<file path="src/rtl/joy_cursor_ctrl.sv">
// Joystick-to-cursor controller: classifies joystick samples and steps a windowed (x,y) cursor on tick rising edges.
// Define CURSOR_WRAP_EN to wrap out-of-window results to the opposite bound instead of saturating.

module joy_cursor_axis #(
    parameter int AW          = 10,
    parameter int PW          = 10,
    parameter int P_MIN       = 0,
    parameter int P_MAX       = 1023,
    parameter int P_INIT      = 0,
    parameter int TH_LO_FAR   = 150,
    parameter int TH_LO_NEAR  = 400,
    parameter int TH_HI_NEAR  = 600,
    parameter int TH_HI_FAR   = 850,
    parameter int STEP_SLOW   = 10,
    parameter int STEP_FAST   = 20,
    parameter int STEP_TURBO  = 40,
    parameter int ACCEL_TICKS = 4,
    parameter int INV         = 0
) (
    input  logic          clk,
    input  logic          clr,
    input  logic          step,
    input  logic          en,
    input  logic [AW-1:0] joy,
    output logic [PW-1:0] pos,
    output logic          changed,
    output logic [1:0]    dbg_state
);
    typedef enum logic [1:0] {REST = 2'd0, SLOW = 2'd1, FAST = 2'd2, TURBO = 2'd3} state_e;

    localparam int CW = $clog2(ACCEL_TICKS + 1);
    localparam logic [AW-1:0] TH_LF = AW'(TH_LO_FAR);
    localparam logic [AW-1:0] TH_LN = AW'(TH_LO_NEAR);
    localparam logic [AW-1:0] TH_HN = AW'(TH_HI_NEAR);
    localparam logic [AW-1:0] TH_HF = AW'(TH_HI_FAR);
    localparam logic [CW-1:0] ACC_MAX = CW'(ACCEL_TICKS);
    localparam logic signed [PW+1:0] MIN_S   = (PW+2)'(P_MIN);
    localparam logic signed [PW+1:0] MAX_S   = (PW+2)'(P_MAX);
    localparam logic signed [PW+1:0] SLOW_S  = (PW+2)'(STEP_SLOW);
    localparam logic signed [PW+1:0] FAST_S  = (PW+2)'(STEP_FAST);
    localparam logic signed [PW+1:0] TURBO_S = (PW+2)'(STEP_TURBO);
    localparam logic INV_B = (INV != 0);

    state_e               state_q, state_d;
    logic [CW-1:0]        cnt_q, cnt_d;
    logic                 dir_neg_q, dir_neg_d;
    logic [PW-1:0]        pos_q, pos_d;
    logic                 is_far, is_near, is_neg, same_run;
    logic signed [PW+1:0] amt, pos_ext, sum;

    always_comb begin
        is_far   = (joy < TH_LF) || (joy > TH_HF);
        is_near  = !is_far && ((joy < TH_LN) || (joy > TH_HN));
        is_neg   = (joy < TH_LN);
        // A run continues only if the previous step was FAR in the same direction.
        same_run = ((state_q == FAST) || (state_q == TURBO)) && (dir_neg_q == is_neg);
    end

    always_comb begin
        state_d   = state_q;
        cnt_d     = cnt_q;
        dir_neg_d = dir_neg_q;
        pos_d     = pos_q;
        amt       = '0;
        pos_ext   = $signed({2'b00, pos_q});
        sum       = pos_ext;
        if (!en) begin
            state_d = REST;
            cnt_d   = '0;
        end else if (step) begin
            if (is_far) begin
                dir_neg_d = is_neg;
                if (same_run) begin
                    cnt_d = (cnt_q >= ACC_MAX) ? ACC_MAX : cnt_q + CW'(1);
                    if (cnt_q >= ACC_MAX) begin
                        state_d = TURBO;
                        amt     = TURBO_S;
                    end else begin
                        state_d = FAST;
                        amt     = FAST_S;
                    end
                end else begin
                    cnt_d   = CW'(1);
                    state_d = FAST;
                    amt     = FAST_S;
                end
            end else if (is_near) begin
                state_d = SLOW;
                cnt_d   = '0;
                amt     = SLOW_S;
            end else begin
                state_d = REST;
                cnt_d   = '0;
            end
            sum = (is_neg ^ INV_B) ? (pos_ext - amt) : (pos_ext + amt);
`ifdef CURSOR_WRAP_EN
            if (sum > MAX_S)      pos_d = PW'(P_MIN);
            else if (sum < MIN_S) pos_d = PW'(P_MAX);
            else                  pos_d = sum[PW-1:0];
`else
            if (sum > MAX_S)      pos_d = PW'(P_MAX);
            else if (sum < MIN_S) pos_d = PW'(P_MIN);
            else                  pos_d = sum[PW-1:0];
`endif
        end
    end

    always_ff @(posedge clk) begin
        if (clr) begin
            state_q   <= REST;
            cnt_q     <= '0;
            dir_neg_q <= 1'b0;
            pos_q     <= PW'(P_INIT);
        end else begin
            state_q   <= state_d;
            cnt_q     <= cnt_d;
            dir_neg_q <= dir_neg_d;
            pos_q     <= pos_d;
        end
    end

    assign pos       = pos_q;
    assign changed   = step && (pos_d != pos_q);
    assign dbg_state = state_q;
endmodule

module joy_cursor_ctrl #(
    parameter int AW          = 10,
    parameter int PW          = 10,
    parameter int X_MIN       = 566,
    parameter int X_MAX       = 689,
    parameter int Y_MIN       = 116,
    parameter int Y_MAX       = 426,
    parameter int X_INIT      = 627,
    parameter int Y_INIT      = 271,
    parameter int TH_LO_FAR   = 150,
    parameter int TH_LO_NEAR  = 400,
    parameter int TH_HI_NEAR  = 600,
    parameter int TH_HI_FAR   = 850,
    parameter int STEP_SLOW   = 10,
    parameter int STEP_FAST   = 20,
    parameter int STEP_TURBO  = 40,
    parameter int ACCEL_TICKS = 4,
    parameter int INV_X       = 1,
    parameter int INV_Y       = 0
) (
    input  logic          clk,
    input  logic          clr,
    input  logic          tick,
    input  logic          en,
    input  logic [AW-1:0] joy_x,
    input  logic [AW-1:0] joy_y,
    output logic [PW-1:0] dot_x,
    output logic [PW-1:0] dot_y,
    output logic          moving,
    output logic [3:0]    at_edge,
    output logic [1:0]    dbg_state_x,
    output logic [1:0]    dbg_state_y
);
    logic tick_q, tick_d, moving_q, moving_d;
    logic step, chg_x, chg_y;

    always_comb begin
        step     = en & tick & ~tick_q;
        tick_d   = tick;
        moving_d = step ? (chg_x | chg_y) : moving_q;
    end

    // tick_q resets high so a tick held through reset needs a fresh low->high edge.
    always_ff @(posedge clk) begin
        if (clr) begin
            tick_q   <= 1'b1;
            moving_q <= 1'b0;
        end else begin
            tick_q   <= tick_d;
            moving_q <= moving_d;
        end
    end

    joy_cursor_axis #(
        .AW(AW), .PW(PW), .P_MIN(X_MIN), .P_MAX(X_MAX), .P_INIT(X_INIT),
        .TH_LO_FAR(TH_LO_FAR), .TH_LO_NEAR(TH_LO_NEAR), .TH_HI_NEAR(TH_HI_NEAR), .TH_HI_FAR(TH_HI_FAR),
        .STEP_SLOW(STEP_SLOW), .STEP_FAST(STEP_FAST), .STEP_TURBO(STEP_TURBO),
        .ACCEL_TICKS(ACCEL_TICKS), .INV(INV_X)
    ) u_axis_x (
        .clk(clk), .clr(clr), .step(step), .en(en), .joy(joy_x),
        .pos(dot_x), .changed(chg_x), .dbg_state(dbg_state_x)
    );

    joy_cursor_axis #(
        .AW(AW), .PW(PW), .P_MIN(Y_MIN), .P_MAX(Y_MAX), .P_INIT(Y_INIT),
        .TH_LO_FAR(TH_LO_FAR), .TH_LO_NEAR(TH_LO_NEAR), .TH_HI_NEAR(TH_HI_NEAR), .TH_HI_FAR(TH_HI_FAR),
        .STEP_SLOW(STEP_SLOW), .STEP_FAST(STEP_FAST), .STEP_TURBO(STEP_TURBO),
        .ACCEL_TICKS(ACCEL_TICKS), .INV(INV_Y)
    ) u_axis_y (
        .clk(clk), .clr(clr), .step(step), .en(en), .joy(joy_y),
        .pos(dot_y), .changed(chg_y), .dbg_state(dbg_state_y)
    );

    assign moving  = moving_q;
    assign at_edge = {dot_y == PW'(Y_MAX), dot_y == PW'(Y_MIN), dot_x == PW'(X_MAX), dot_x == PW'(X_MIN)};
endmodule

</file>
<file path="config.mk">
export PLATFORM = sky130hd
export DESIGN_NAME = joy_cursor_ctrl
export DESIGN_NICKNAME = d
export VERILOG_FILES = /design/src/rtl/joy_cursor_ctrl.sv
export SDC_FILE = /design/constraint.sdc
export NUM_CORES = 1
export LEC_CHECK = 0
export BUFFER_PORTS_ARGS = -buffer_cell sky130_fd_sc_hd__buf_2
export CORE_MARGIN = 5
export CORE_UTILIZATION = 59
export DETAILED_ROUTE_END_ITERATION = 10
export PLACE_DENSITY = 0.82
export SLEW_MARGIN = 20
export SYNTH_ARGS = -nofsm -noshare
export SYNTH_HDL_FRONTEND = slang
export SYNTH_SLANG_ARGS = --single-unit
</file>
<file path="constraint.sdc">
create_clock -name clk -period 7.62 [get_ports clk]
set_input_delay 1.143 -clock clk [delete_from_list [all_inputs] [get_ports clk]]
set_output_delay 1.143 -clock clk [all_outputs]
set_load 0.05 [all_outputs]
</file>
Word level (Yosys, flattened, before mapping). Index checks and enable logic that the tools add are counted.

Flip-flop bits (word level): 34. Latch bits: 0. Bits in writable memories: 0. Memory bits (read-only): 0. Output and inout port bits: 29. Word-level logic and storage cells: 100. Memories: 0.

Add/sub/neg operators: 6. $mul: 0. Div/mod/pow operators: 0. $lt $le $gt $ge: 14. Eq/ne operators: 12. Shift-type cells: 0. Multiplexer cells: 36. Bitwise gates (word level): 5. Reductions and logical operators: 17.

Operators with widths (number): 12-bit 2-to-1 mux (8); 10-bit 2-to-1 mux (8); 10-bit > comparator, second input constant (4); 11-bit by 12-bit adder with 12-bit output (2); 6-bit 2-to-1 mux (4); 11-bit by 12-bit subtractor with 12-bit output (2); 10-bit equality test, second input constant (2); 10-bit by 8-bit less-than comparator with 1-bit output, second input constant (2); 10-bit by 9-bit less-than comparator with 1-bit output, second input constant (2); 10-bit inequality test (2); 3-bit 2-to-1 mux (6); 12-bit by 10-bit > comparator with 1-bit output, second input constant (1); 12-bit by 11-bit > comparator with 1-bit output, second input constant (1); 12-bit by 11-bit less-than comparator with 1-bit output, second input constant (1); 12-bit by 8-bit less-than comparator with 1-bit output, second input constant (1); 10-bit by 7-bit equality test with 1-bit output, second input constant (1); 10-bit by 9-bit equality test with 1-bit output, second input constant (1); 2-bit equality test, second input constant (4); 4-bit 2-to-1 mux (2); 3-bit by 1-bit adder with 3-bit output, second input constant (2); 3-bit greater-or-equal comparator, second input constant (2); 1-bit logical AND (6); 1-bit logical OR (6); 1-bit 2-to-1 mux (6); 8 further kinds (14).

Depth between registers and ports, before layout. Gate-level depths: netlist of the first run.

Word-level depth: 18. Depth in mapped cells: 24. Gate-level depth less buffers: 22.

Cells and area by module. From an unflattened synthesis of the first run, not the netlist that was laid out.

Cell total of the unflattened synthesis: 461. Area, all modules: 3638.5 um^2.

By module, submodules not included: joy_cursor_axis at u_axis_x (times used 1, cells an instance 222, area each 1766.7 um^2, sequential area each 320.3 um^2); joy_cursor_axis at u_axis_y (times used 1, cells an instance 218, area each 1682.9 um^2, sequential area each 320.3 um^2); joy_cursor_ctrl (times used 1, cells an instance 21, area each 188.9 um^2, sequential area each 40.0 um^2).

Worst setup path after synthesis of the first run. No wires, ideal clock.

Path type: input port to flip-flop. Start: input port joy_y[5]. End: register moving_q (netlist: moving). Library setup time: 0.127 ns. Arrival time: 5.515 ns. Data required time: 7.493 ns. Setup slack: 1.978 ns. Cell stages on the path: 24. Path buffers: 2. Cells stage by stage: o311ai_1 nand2_2 inv_1 buf_6 xnor2_1 nand3_1 nor2_1 inv_1 ha_1 nand2_1 o21ai_0 ha_1 buf_6 a21o_1 a31o_1 or4_4 a21oi_2 nor2_2 o21ai_2 inv_2 or4_1 nand4_1 and4_1 a21oi_1.

Word-level cells in the longest chain between the ends: 18.

Ends and longest elaborated chain: start: declaration (line 152) `input logic [AW-1:0] joy_y,`; 10-bit by 8-bit less-than comparator with 1-bit output / 10-bit > comparator (equally long branches) (line 52) `is_far = (joy < TH_LF) || (joy > TH_HF);`; 1-bit logical OR (line 52); 1-bit zero test (line 53) `is_near = !is_far && ((joy < TH_LN) || (joy > TH_HN));`; 1-bit logical AND (line 53); 4-bit 2-to-1 mux (line 87) `end else if (is_near) begin`; 12-bit 2-to-1 mux (line 71) `if (is_far) begin`; 12-bit 2-to-1 mux (line 70) `end else if (step) begin`; 12-bit 2-to-1 mux (line 67) `if (!en) begin`; (+2 left out); 12-bit by 8-bit less-than comparator with 1-bit output (line 102) `else if (sum < MIN_S) pos_d = PW'(P_MIN);`; 10-bit 2-to-1 mux (line 102); 10-bit 2-to-1 mux * (line 101) `if (sum > MAX_S) pos_d = PW'(P_MAX);`; 10-bit 2-to-1 mux * (line 70); 10-bit 2-to-1 mux * (line 67); 10-bit inequality test * (line 123) `assign changed = step && (pos_d != pos_q);`; 1-bit logical AND * (line 123); 1-bit bitwise OR * (line 166) `moving_d = step ? (chg_x | chg_y) : moving_q;`; end signal: assignment (line 176) `moving_q <= moving_d;`; end: declaration (line 160) `logic tick_q, tick_d, moving_q, moving_d;`.

Mark *: on every way between the ends. The rest lies on a longest branch, timed or not. The select of a mux whose other input is x is not followed. A chain may end at the register's enable or synchronous reset.

Worst setup path in the final report of the first run. Same ends and word-level chain as after synthesis.

==> results of run 1 <==
metrics by stage:
stage	power, µW	hold WS, ns	std cells	setup WS [ns]
floorplan	402	0.463	494	1.98
global placement	450	0.470	603	1.29
detailed placement	457	0.483	603	1.26
CTS	584	0.495	610	1.54
global route	622	0.527	610	0.977
finish	589	0.493	610	1.43
flip-flops by register name (all words and copies together) (netlist names):
register / count
u_axis_y.dir_neg_q: 1
u_axis_x.cnt_q: 3
u_axis_y.pos: 10
u_axis_x.dbg_state: 2
moving: 1
tick_q: 1
u_axis_x.pos: 10
u_axis_y.cnt_q: 3
u_axis_x.dir_neg_q: 1
u_axis_y.dbg_state: 2
tightest hold or removal path, cell delays in order, from the launching register on:
cell and delay [ns]:
dfxtp_1 0.33, nand2_1 0.06, a21oi_1 0.06
cells by family (layout without fill, tap and decap cells):
kind of cell	count (synthesis)	in the layout	synth area share
fa+ha+maj	26	26	0.0916
xor+xnor	15	15	0.0361
mux	4	4	0.0114
simple gates	186	186	0.265
flops	34	34	0.187
buf+inv	47	88	0.0613
compound gates	182	182	0.348
area by class of cell:
cell class / instances / area [µm²] / share of cell area
Clock inverter: 2 / 10.0 / 0.00252
Tap cell: 75 / 93.8 / 0.0236
Inverter: 25 / 93.8 / 0.0236
Clock buffer: 5 / 68.8 / 0.0173
Multi-Input combinational cell: 413 / 2730 / 0.688
Timing Repair Buffer: 56 / 290 / 0.0731
Sequential cell: 34 / 681 / 0.172
path summary, 6_finish.rpt:
path	from	to	slack [ns]	cells after the start
max	joy_y[5]	moving	1.43	22
min	u_axis_y.dbg_state[1]	u_axis_y.dbg_state[1]	0.49	2
max reg2reg	u_axis_y.dir_neg_q	moving	3.02	18
min reg2reg	u_axis_y.dbg_state[1]	u_axis_y.dbg_state[1]	0.49	2
metal layers:
| metal | vias up | share of wire | track usage |
|---|---|---|---|
| met2 | 209 | 0.48 | 0.430 |
| met4 | 0 | 0.028 | 0.114 |
| met3 | 27 | 0.077 | 0.0345 |
| li1 | 1947 | - | - |
| met1 | 1877 | 0.41 | 0.333 |
| met5 | - | 0 | 0 |
report_power, final:
group | internal (µW) | total [µW] | switching, µW
Sequential | 181 | 188 | 6.59
Combinational | 101 | 273 | 172
Clock | 61.3 | 127 | 66.1
cells in the final DEF (no fill, tap or decap), types with 7 or more instances in the layout:
cell type	synthesis	layout
a211oi_1	12	12
a21o_1	7	7
a21oi_1	47	47
buf_2	9	52
dfxtp_1	34	34
ha_1	25	25
inv_1	22	22
nand2_1	42	42
nand3_1	14	14
nand4_1	7	7
nor2_1	49	49
nor2b_1	10	10
nor3_1	8	8
o211ai_1	10	10
o21a_1	7	7
o21ai_0	30	30
or2_2	7	7
xnor2_1	10	10
==> results.json, run 1 <==
{
  "post-route-min-period_ns": 6.19,
  "slew_viol_final": 0,
  "startpoint_type": "input port",
  "yosys-top-cells-area": "dfxtp_1, ha_1, a21oi_1, nor2_1, nand2_1",
  "yosysMostFrequentCell": "nor2_1",
  "synth_top_area_share": 0.187,
  "synth_ff_type": "dfxtp_1",
  "cts_tree": "built",
  "wl_per_cell_um": 16.7,
  "final_util": 0.666,
  "drc": 0,
  "gp_congestion": 0.955,
  "fmax_mhz": 162,
  "synth_top_area_cell": "dfxtp_1",
  "yosysSeqAreaShare": 0.187,
  "syn_area_per_cell_um2": 7.36,
  "overflow": 0,
  "cap_violations": 0,
  "arrival_ns": 6.35,
  "synth_edf_count": 0,
  "synth_common_cells": "nor2_1, a21oi_1, nand2_1, dfxtp_1, o21ai_0",
  "grt_use_total": 0.258,
  "setup_viol": 0,
  "avgViaCountPerCell": 6.66,
  "synth_cells": 494,
  "fin_skew_ns": 0.00587,
  "num_io_pins": 53,
  "final_antenna_net_count": 0,
  "synth-warning-count": 0,
  "htreeDepth": 2,
  "place_area_um2": 3890,
  "cts.sinks": 34,
  "cp_cell_sequence": "buf_2 > o311ai_1 > nand2_2 > inv_1 > xnor2_1 > nand3_1 > nor2_1 > inv_1 > ha_1 > nand2_1 > o21ai_0 > ha_1 > a21o_1 > a311o_1 > o221a_2 > a311oi_2 > o21ai_0 > and3_2 > or4_1 > nand4_1 > and4_1 > a21oi_1",
  "cts_resized": 0,
  "crit_required_ns": 7.78,
  "grt_max_degree": 24,
  "clk_pin_slew_ns": 0.07,
  "diodes": 0,
  "layout-drive-gt1-share": 0.168,
  "ys_types": 84,
  "first_pass_iters": 5,
  "powerDensity_nw_per_um2": 148,
  "crit_path_max_fanout": 12,
  "cpMaxStageDelayCell": "or4_1",
  "core_area_um2": 5960,
  "start_util": 0.610,
  "antenna_found_initial": 0,
  "cts_made_buffers": 5,
  "final_net_count": 585,
  "status": "finished, final reports clean",
  "root_buffer": "clkbuf_8",
  "die-area_um2": 7830,
  "slew_headroom": 0.447,
  "async_reset_ff_frac": 0,
  "vias": 4060,
  "peakVddDrop_mv": 0.0739,
  "dieWidth_um": 88.5,
  "first_iter_violations": 321,
  "portBuffers": 52,
  "rsz0062_at_grt": "false",
  "critPathBufInv": 3,
  "design_area_um2": 3970,
  "clock_path_buffers": 2,
  "clk_latency_ns": 0.28,
  "slowest_delay_ns": 0.47,
  "area_growth_pct": 9.19,
  "critPathKind": "input port to flip-flop",
  "ys_ff_latch": 34,
  "post_cts_buffers": 0,
  "finalSetupTns_ns": 0,
  "synth_fp_nets": 544,
  "die_h_um": 88.5,
  "hold_violations": 0,
  "worst_pin_slew_ns": 0.829,
  "n_fill_cell": 535,
  "timing.final.crit_share": 0.812,
  "first_global_vias": 3570,
  "wl_um": 10200,
  "cts_hold_buf": 0,
  "dp_hpwl_um": 7770,
  "grt_pass1_wl_um": 16400,
  "syn_area_um2": 3630,
  "hp-class": "flip-flop to flip-flop",
  "cellLeakagePower_uw": 0.00161,
  "end_kind": "flip-flop",
  "crit_family": "compound AO/OA/AOI/OAI gates",
  "rows": 28
}
Power figures use the tool's default switching activity.
==> run 2, diff against run 1 <==
==> constraint.sdc (replaced) <==
create_clock -name clk -period 6.3 [get_ports clk]
set_input_delay 0.945 -clock clk [delete_from_list [all_inputs] [get_ports clk]]
set_output_delay 0.945 -clock clk [all_outputs]
set_load 0.05 [all_outputs]
==> results.json, run 2 (synthesis gave the netlist of run 1 again) <==
{
  "htreeDepth": 2,
  "start_util": 0.610,
  "final_antenna_net_count": 0,
  "reg2reg_depth": 19,
  "crit_end": "moving",
  "wl_um": 10100,
  "grt_pass1_wl_um": 16500,
  "arrival_ns": 5.99,
  "crit_required_ns": 6.47,
  "cts_resized": 0,
  "end_kind": "flip-flop",
  "cts.sinks": 34,
  "final_util": 0.672,
  "crit_path_max_fanout": 12,
  "cap_violations": 0,
  "dp.cells": 605,
  "vias": 4056,
  "final_cells": 613,
  "clk_pin_slew_ns": 0.07,
  "wl_per_cell_um": 16.5,
  "final_cell_mix": "buf_2, nor2_1, a21oi_1",
  "setup_viol": 0,
  "timing.final.crit_share": 0.925,
  "rr_endpoint": "moving",
  "fin_skew_ns": 0.00356,
  "clk_latency_ns": 0.28,
  "slew_headroom": 0.530,
  "design_area_um2": 4000,
  "cts_made_buffers": 5,
  "rows": 28,
  "status": "finished, final reports clean",
  "dp_hpwl_um": 7730,
  "startpoint_type": "input port",
  "rr_startpoint": "u_axis_y.dir_neg_q",
  "powerDensity_nw_per_um2": 182,
  "final_common_cell": "buf_2",
  "gp_congestion": 0.918,
  "post-route-min-period_ns": 5.83,
  "final_net_count": 587,
  "cellLeakagePower_uw": 0.00162,
  "hp-class": "flip-flop to flip-flop",
  "die-area_um2": 7830,
  "place_area_um2": 3910,
  "worst_pin_slew_ns": 0.697,
  "diodes": 0,
  "fmax_mhz": 172,
  "core_area_um2": 5960,
  "root_buffer": "clkbuf_8",
  "slew_viol_final": 0,
  "portBuffers": 52,
  "clock_path_buffers": 2,
  "dieWidth_um": 88.5,
  "area_growth_pct": 10.1,
  "drc": 0,
  "peakVddDrop_mv": 0.114,
  "post_cts_buffers": 0,
  "first_pass_iters": 5,
  "first_global_vias": 3647,
  "layout-drive-gt1-share": 0.173,
  "avgViaCountPerCell": 6.62,
  "cts_hold_buf": 0,
  "hold_violations": 0,
  "die_h_um": 88.5,
  "rrSetupSlack_ns": 1.87,
  "overflow": 0,
  "first_iter_violations": 306,
  "num_io_pins": 53,
  "rsz0062_at_grt": "false",
  "setup.worst_path.start": "joy_y[5]",
  "critPathKind": "input port to flip-flop",
  "finalSetupTns_ns": 0,
  "grt_use_total": 0.262,
  "antenna_found_initial": 0,
  "grt_max_degree": 26,
  "cts_tree": "built"
}
==> run 2: layer usage <==
layer / up-vias / wire length (µm) / GRT usage
met3: 33 / 765 / 0.0410
met1: 1877 / 4140 / 0.329
met5: - / 0 / 0
met2: 182 / 4760 / 0.435
met4: 0 / 422 / 0.133
li1: 1964 / - / -
==> run 2: power by group <==
part	internal, µW	switching, µW	leakage, µW	total (µW)
sequential	219	7.92	0.000276	227
combinational	125	206	0.00130	331
clock	87.9	82.3	0.0000472	170
total	432	297	0.00162	728
==> run 2: through the flow <==
stage,hold slack [ns],worst slack [ns],power [µW]
floorplan,0.463,0.856,486
global placement,0.477,0.421,548
detailed placement,0.478,0.233,555
CTS,0.490,0.527,724
global route,0.526,0.0275,775
finish,0.495,0.473,728
==> run 2: critical path, stage by stage <==
cell	delay (ns)
buf_2	0.12
o311ai_1	0.44
nand2_2	0.19
inv_1	0.32
xnor2_1	0.19
nand3_1	0.11
nor2_1	0.23
inv_1	0.10
ha_1	0.29
nand2_1	0.05
o21ai_0	0.09
ha_1	0.41
a21o_1	0.25
a31o_1	0.24
or4_4	0.51
a21oi_2	0.18
nor2_2	0.08
o21ai_2	0.29
nand2_1	0.19
a21oi_1	0.20
o2111ai_1	0.14
o41ai_2	0.32
a21oi_1	0.09
==> run 2: area by class of cell <==
| type | instances | area (µm²) |
|---|---|---|
| repair buffers | 58 | 305 |
| clock buffers | 6 | 82.6 |
| clock inverters | 2 | 12.5 |
| multi-input cells | 413 | 2730 |
| fillers | 545 | 1960 |
| flip-flops and latches | 34 | 681 |
| inverters | 25 | 93.8 |
| well taps | 75 | 93.8 |
==> run 2: how the worst min path moves through the flow <==
stage,endpoint,start,cells after the start
after floorplan,u_axis_y.cnt_q[2],u_axis_y.cnt_q[2],2
after global placement,u_axis_x.dbg_state[1],u_axis_x.dbg_state[1],2
after detailed placement,u_axis_x.dbg_state[1],u_axis_x.dbg_state[1],2
after CTS,u_axis_x.dbg_state[1],u_axis_x.dbg_state[1],2
after global routing,u_axis_y.dbg_state[0],u_axis_y.dbg_state[0],2
final,u_axis_x.dbg_state[1],u_axis_x.dbg_state[1],2
